--- config.mk ---
export PLATFORM = sky130hd
export DESIGN_NAME = vdp_cpu_port
export DESIGN_NICKNAME = d
export VERILOG_FILES = /design/src/rtl/vdp_pkg.sv /design/src/rtl/vdp_cpu_decode.sv /design/src/rtl/vdp_cpu_port.sv
export SDC_FILE = /design/constraint.sdc
export NUM_CORES = 1
export LEC_CHECK = 0
export CAP_MARGIN = 20
export CORE_UTILIZATION = 50
export DETAILED_ROUTE_END_ITERATION = 10
export PLACE_DENSITY = 0.85
export SETUP_SLACK_MARGIN = 0.5
export SLEW_MARGIN = 20
export SYNTH_ARGS = -nofsm -noshare
export SYNTH_HDL_FRONTEND = slang
export SYNTH_SLANG_ARGS = --single-unit
--- constraint.sdc ---
create_clock -name clk40m -period 2.15 [get_ports clk40m]
set_input_delay 0.215 -clock clk40m [delete_from_list [all_inputs] [get_ports clk40m]]
set_output_delay 0.215 -clock clk40m [all_outputs]
set_load 0.01 [all_outputs]
--- src/rtl/vdp_pkg.sv ---
// Shared definitions for the VDP CPU port: widths, port selects, FSM states, queued op.
// Latency: n/a (package only).
// Backpressure: n/a (package only).
package vdp_pkg;

    localparam int VRAM_AW = 14;

    localparam logic PORT_DATA = 1'b0;
    localparam logic PORT_CTRL = 1'b1;

    typedef enum logic [1:0] {
        IDLE = 2'd0,
        WAIT = 2'd1,
        CAP  = 2'd2
    } vdp_state_t;

    // One VRAM access as captured at the host event.
    typedef struct packed {
        logic               wr;
        logic [VRAM_AW-1:0] addr;
        logic [7:0]         data;
    } vdp_op_t;

endpackage

--- src/rtl/vdp_cpu_decode.sv ---
// Control-port two-byte latch: decodes register writes and VRAM address loads.
// Latency: reg_* registered (1 cycle); addr_load/prefetch_req combinational with the 2nd byte.
// Backpressure: none; every control write is consumed in the cycle it arrives.
//
// Ports: clk40m/rst_n clock and reset; i_ctrl_wr control-port write strobe;
// i_clr clears the first-byte flag (any other host access); i_din host byte;
// o_reg_we/o_reg_num/o_reg_data register write; o_addr_load/o_addr/o_prefetch_req
// pointer load and read-setup indication.
module vdp_cpu_decode
    import vdp_pkg::*;
(
    input  logic               clk40m,
    input  logic               rst_n,
    input  logic               i_ctrl_wr,
    input  logic               i_clr,
    input  logic [7:0]         i_din,
    output logic               o_reg_we,
    output logic [2:0]         o_reg_num,
    output logic [7:0]         o_reg_data,
    output logic               o_addr_load,
    output logic [VRAM_AW-1:0] o_addr,
    output logic               o_prefetch_req
);

    logic       r_flag;
    logic [7:0] r_byte1;
    logic       w_second;

    assign w_second       = i_ctrl_wr & r_flag;
    assign o_addr_load    = w_second & ~i_din[7];
    // Bit 6 clear means read setup: the new address is fetched ahead.
    assign o_prefetch_req = o_addr_load & ~i_din[6];
    assign o_addr         = {i_din[5:0], r_byte1};

    always_ff @(posedge clk40m or negedge rst_n) begin
        if (!rst_n) begin
            r_flag     <= 1'b0;
            r_byte1    <= 8'h00;
            o_reg_we   <= 1'b0;
            o_reg_num  <= 3'd0;
            o_reg_data <= 8'h00;
        end else begin
            o_reg_we <= w_second & i_din[7];
            if (w_second && i_din[7]) begin
                o_reg_num  <= i_din[2:0];
                o_reg_data <= r_byte1;
            end
            if (i_ctrl_wr) begin
                if (!r_flag) begin
                    r_byte1 <= i_din;
                    r_flag  <= 1'b1;
                end else begin
                    r_flag  <= 1'b0;
                end
            end else if (i_clr) begin
                r_flag <= 1'b0;
            end
        end
    end

endmodule

--- src/rtl/vdp_cpu_port.sv ---
// Host-side port of the VDP: data/control decode, address pointer, read-ahead buffer, VRAM initiator.
// Latency: cpu_dout/status_rd/reg_we 1 cycle after strobe; vram_req 1 cycle after capture when idle.
// Backpressure: one access in flight plus one pending slot; further data-port ops drop with overrun.
//
// Ports: clk40m/rst_n; cpu_rd/cpu_wr/cpu_mode/cpu_din/cpu_dout host bus; status_in/status_rd
// status byte and read pulse; reg_we/reg_num/reg_data register write; vram_req/vram_wr/
// vram_addr/vram_wdata/vram_ack/vram_rdata SRAM controller handshake; overrun drop pulse.
module vdp_cpu_port
    import vdp_pkg::*;
#(
    parameter int                ADDR_W   = VRAM_AW,
    parameter logic [ADDR_W-1:0] RST_ADDR = '0
) (
    input  logic              clk40m,
    input  logic              rst_n,
    input  logic              cpu_rd,
    input  logic              cpu_wr,
    input  logic              cpu_mode,
    input  logic [7:0]        cpu_din,
    output logic [7:0]        cpu_dout,
    input  logic [7:0]        status_in,
    output logic              status_rd,
    output logic              reg_we,
    output logic [2:0]        reg_num,
    output logic [7:0]        reg_data,
    output logic              vram_req,
    output logic              vram_wr,
    output logic [ADDR_W-1:0] vram_addr,
    output logic [7:0]        vram_wdata,
    input  logic              vram_ack,
    input  logic [7:0]        vram_rdata,
    output logic              overrun
);

    vdp_state_t          r_state, w_state_nxt;
    logic [ADDR_W-1:0]   r_ptr;
    logic [7:0]          r_rbuf;
    vdp_op_t             r_slot;
    logic                r_slot_vld;

    logic                w_ctrl_wr, w_data_wr, w_rd, w_ctrl_rd, w_data_rd;
    logic                w_addr_load, w_prefetch;
    logic [VRAM_AW-1:0]  w_dec_addr;
    logic                w_new_vld;
    vdp_op_t             w_new_op;
    logic                w_issue, w_slot_load, w_slot_clr, w_drop;
    vdp_op_t             w_issue_op;

    // Write wins when both strobes arrive together.
    assign w_ctrl_wr = cpu_wr & (cpu_mode == PORT_CTRL);
    assign w_data_wr = cpu_wr & (cpu_mode == PORT_DATA);
    assign w_rd      = cpu_rd & ~cpu_wr;
    assign w_ctrl_rd = w_rd & (cpu_mode == PORT_CTRL);
    assign w_data_rd = w_rd & (cpu_mode == PORT_DATA);

    vdp_cpu_decode u_decode (
        .clk40m         (clk40m),
        .rst_n          (rst_n),
        .i_ctrl_wr      (w_ctrl_wr),
        .i_clr          (w_ctrl_rd | w_data_wr | w_data_rd),
        .i_din          (cpu_din),
        .o_reg_we       (reg_we),
        .o_reg_num      (reg_num),
        .o_reg_data     (reg_data),
        .o_addr_load    (w_addr_load),
        .o_addr         (w_dec_addr),
        .o_prefetch_req (w_prefetch)
    );

    // Operation captured from this cycle's host event (at most one per cycle).
    always_comb begin
        w_new_vld     = w_data_wr | w_data_rd | w_prefetch;
        w_new_op.wr   = w_data_wr;
        w_new_op.addr = w_prefetch ? w_dec_addr : VRAM_AW'(r_ptr);
        w_new_op.data = w_data_wr ? cpu_din : 8'h00;
    end

    always_comb begin
        w_state_nxt = r_state;
        w_issue     = 1'b0;
        w_issue_op  = r_slot;
        w_slot_load = 1'b0;
        w_slot_clr  = 1'b0;
        w_drop      = 1'b0;
        case (r_state)
            IDLE: begin
                // Pending slot goes first; a new op then takes the freed slot.
                if (r_slot_vld) begin
                    w_issue     = 1'b1;
                    w_slot_clr  = 1'b1;
                    w_slot_load = w_new_vld;
                end else if (w_new_vld) begin
                    w_issue    = 1'b1;
                    w_issue_op = w_new_op;
                end
                if (w_issue) w_state_nxt = WAIT;
            end
            WAIT: begin
                if (vram_ack) w_state_nxt = vram_wr ? IDLE : CAP;
            end
            CAP: begin
                w_state_nxt = IDLE;
            end
            default: begin
                w_state_nxt = IDLE;
            end
        endcase
        if (r_state != IDLE && w_new_vld) begin
            w_slot_load = ~r_slot_vld;
            w_drop      = r_slot_vld;
        end
    end

    always_ff @(posedge clk40m or negedge rst_n) begin
        if (!rst_n) begin
            r_state <= IDLE;
        end else begin
            r_state <= w_state_nxt;
        end
    end

    always_ff @(posedge clk40m or negedge rst_n) begin
        if (!rst_n) begin
            r_ptr      <= RST_ADDR;
            r_rbuf     <= 8'h00;
            r_slot     <= '0;
            r_slot_vld <= 1'b0;
            cpu_dout   <= 8'h00;
            status_rd  <= 1'b0;
            vram_req   <= 1'b0;
            vram_wr    <= 1'b0;
            vram_addr  <= RST_ADDR;
            vram_wdata <= 8'h00;
            overrun    <= 1'b0;
        end else begin
            status_rd <= w_ctrl_rd;
            overrun   <= w_drop;
            vram_req  <= w_issue;

            if (w_issue) begin
                vram_wr    <= w_issue_op.wr;
                vram_addr  <= ADDR_W'(w_issue_op.addr);
                vram_wdata <= w_issue_op.data;
            end

            if (w_slot_load) begin
                r_slot     <= w_new_op;
                r_slot_vld <= 1'b1;
            end else if (w_slot_clr) begin
                r_slot_vld <= 1'b0;
            end

            // Read setup leaves the pointer one past the prefetched byte.
            if (w_data_wr || w_data_rd) begin
                r_ptr <= r_ptr + ADDR_W'(1);
            end else if (w_addr_load) begin
                r_ptr <= w_prefetch ? ADDR_W'(w_dec_addr) + ADDR_W'(1)
                                    : ADDR_W'(w_dec_addr);
            end

            // A host write landing with CAP is the later event, so it wins.
            if (w_data_wr) begin
                r_rbuf <= cpu_din;
            end else if (r_state == CAP) begin
                r_rbuf <= vram_rdata;
            end

            if (w_ctrl_rd) begin
                cpu_dout <= status_in;
            end else if (w_data_rd) begin
                cpu_dout <= r_rbuf;
            end
        end
    end

endmodule

==> flow_summary.toml <==
[cells_and_area]
drive_above_1_share = 0.180
fillerInstances = 778
syn_to_final_growth_pct = 26.2
regArea_um2 = 2590
layout_commonest_cell = "dfrtp_1"
final_cell_mix = "dfrtp_1, nand2_1, clkdlybuf4s50_1, o21ai_1, buf_4"
nets = 632
utilization = 0.656
antennaDiodeCount = 0
multi_input_area_um2 = 2340

[worst_setup_path]
critPathMaxFanout = 4
worstSetupPathType = "flop to flop"
cp_cell_sequence = "inv_1 -> or3_1 -> or3_1 -> a21oi_1 -> o221a_1"
crit_start = "r_ptr[10]"
critical_path.max_stage_delay_ps = 420
cp.required_ps = 2470
end_kind = "flop"
critPathLaunchType = "flop"
r2r-start = "r_ptr[10]"
crit_top_cell = "or3_1"
critPathSlowestCell = "dfrtp_1"
cp.arrival_ps = 2050

[die]
die_area_um2 = 10600
initial_core_util = 0.520
die_w_um = 103
io_pins = 76
fp.coreArea_um2 = 9820
rows = 36
die-height_um = 103

[clock_network]
cts_buffers = 9
clockBufferDepth = 2
clkTransAtPathRegs_ps = 100
cts_tree = "yes"
clkLatencyLatePin_ps = 380
clock-sinks = 103
htree_levels = 3
cts-root-buf = "clkbuf_8"

[grt]
grt_antenna_before_repair = 0
gr-total-overflow = 0
grt_pass1_vias = 4071
grt_pass1_wl_um = 20400
grt_usage = 0.255
grt_max_degree = 50

[power_and_ir_drop]
p_clk_frac = 0.166
comb_power_share = 0.391
p_int_mw = 4.49
power_switching_mw = 2.55
power_density_nw_per_um2 = 1090
p_sw_frac = 0.363
ir_worst_vdd_v = 0.000501
seq_power_share = 0.443
p_leak_nw = 2.79

[logic_synthesis]
synthXorXnorAreaFrac = 0.0223
synth_nets = 549
netlist.area_leader.share = 0.505
yosys_warnings = 0
seq_area_frac_synth = 0.505
synthFlopType = "dfrtp_1"
synth_area_um2 = 5100
async_reset_ff_frac = 1.00
muxShareOfSynthArea = 0.0990
avgSynthCellArea_um2 = 9.87
ys_ff_latch = 103
synthDistinctLibCells = 56
synth_area_leaders = "dfrtp_1, nand2_1, mux2i_1"
synth_compound_area_frac = 0.174
synthSimpleGateAreaFrac = 0.151
synthCells = 517
synth_largest_area_cell = "dfrtp_1"
yosys.area_share.adder = 0.00490
synth_top_family_by_area = "compound AO/OA/AOI/OAI gates"
synth_edf_count = 0

[status]
status = "completed"

[detailed_routing]
antenna_left = 0
drc_errors = 0
routed_via_density = 5.80
vias = 4280
wirelength_um = 13000
dr.pass1.iters = 5
drt-initial-drc-count = 306
routedWlPerCell_um = 17.6

[sta]
clock_skew_ps = 7.19
holdWs_ps = 346
min_period_over_period = 0.805
setup_tns_ps = 0
fmax_mhz = 578
fin_crit_ps = 1730
rsz0062_at_grt = "yes"
worstMarginPinSlew_ps = 524
slew_headroom = 0.650
maxSlewViolCount = 0
hold_viol = 0
fin_ws_ps = 420
finalSetupViolations = 0

[placed_design]
hpwl_um = 9260
pre_cts_ws_ps = 6.35
globalplace.congestion = 0.905
numPortBuffers = 75

[flow_run]
maxCapViolations = 0

[hold_path]
min_path_type = "primary input to asynchronous set/reset pin"
==> cell type report <==
type | instances | area share
Clock buffer | 10 | 0.0214
Clock inverter | 6 | 0.00816
Inverter | 8 | 0.00466
Multi-Input combinational cell | 361 | 0.364
Sequential cell | 103 | 0.402
Tap cell | 133 | 0.0258
Timing Repair Buffer | 117 | 0.174
==> kinds of logic (layout without fill, tap and decap cells) <==
logic type	count (synthesis)	after routing
compound gates	139	139
fa+ha+maj	2	2
mux	48	48
simple gates	159	159
flops	103	103
buf+inv	53	141
xor+xnor	13	13
==> registers in the layout (all words and copies together), names as in the netlist, 3 cells and up <==
register             count
cpu_dout                 8
vram_wdata               8
r_slot                  23
vram_addr               14
u_decode.o_reg_data      8
u_decode.o_reg_num       3
r_ptr                   14
u_decode.r_byte1         8
r_rbuf                   8
==> timing repair <==
action	in CTS	in global routing
gates resized for setup	15	7
setup buffers	4	4
hold buffers	1	0
hold endpoints to repair	37	0
pin swaps	2	3
setup endpoints to repair	52	54
==> layer usage <==
| metal | global-route usage | wire length, µm | share of wire | vias up |
|---|---|---|---|---|
| li1 | - | - | - | 1994 |
| met1 | 0.359 | 5730 | 0.44 | 2073 |
| met2 | 0.400 | 6180 | 0.48 | 192 |
| met3 | 0.0549 | 855 | 0.066 | 21 |
| met4 | 0.0748 | 205 | 0.016 | 0 |
| met5 | 0 | 0 | 0 | - |
==> final timing paths <==
kind	cells past startpoint	to	slack (ps)
max	5	r_ptr[13]	420
max in group asynchronous	3	r_ptr[0]	1130
max reg2reg	5	r_ptr[13]	420
min	2	vram_wr	350
min reg2reg	2	cpu_dout[1]	490
min in group clk40m	4	r_slot[6]	380
==> worst max-delay path, delay by kind of cell (launching register included) <==
kind | cells | cell delay [ps]
simple gates | 2 | 810
flops | 1 | 420
compound gates | 2 | 350
buf+inv | 1 | 110
==> power groups by stage <==
stage / registers (mW) / logic (mW) / clock network [mW]
after floorplan: 3.11 / 1.45 / 0
after global placement: 3.11 / 2.57 / 0
after detailed placement: 3.14 / 2.67 / 0
after CTS: 3.10 / 2.71 / 1.19
after global routing: 3.19 / 3.03 / 1.27
final: 3.12 / 2.75 / 1.17
==> cells in the mapped netlist, drive strengths merged (3+ instances only) <==
master  instances
dfrtp         103
nand2          79
o21ai          63
mux2i          28
clkbuf         27
nor2           22
a21oi          21
mux2           20
buf            18
a22oi          15
a22o           11
nand3           9
nand4           9
nor2b           9
o31ai           9
inv             8
xor2            7
xnor2           6
nand2b          5
and3            4
nor3            4
nor4            3
o221ai          3
o22ai           3
or3             3
==> stage by stage <==
stage / power (mW) / cells / area, µm²
2_1_floorplan: 4.56 / 517 / 5110
3_3_place_gp: 5.68 / 713 / 6120
3_5_place_dp: 5.81 / 713 / 6120
4_1_cts: 7.01 / 734 / 6390
5_1_grt: 7.49 / 738 / 6440
6_report: 7.04 / 738 / 6440
No activity file was read; power rests on OpenSTA's default activity.
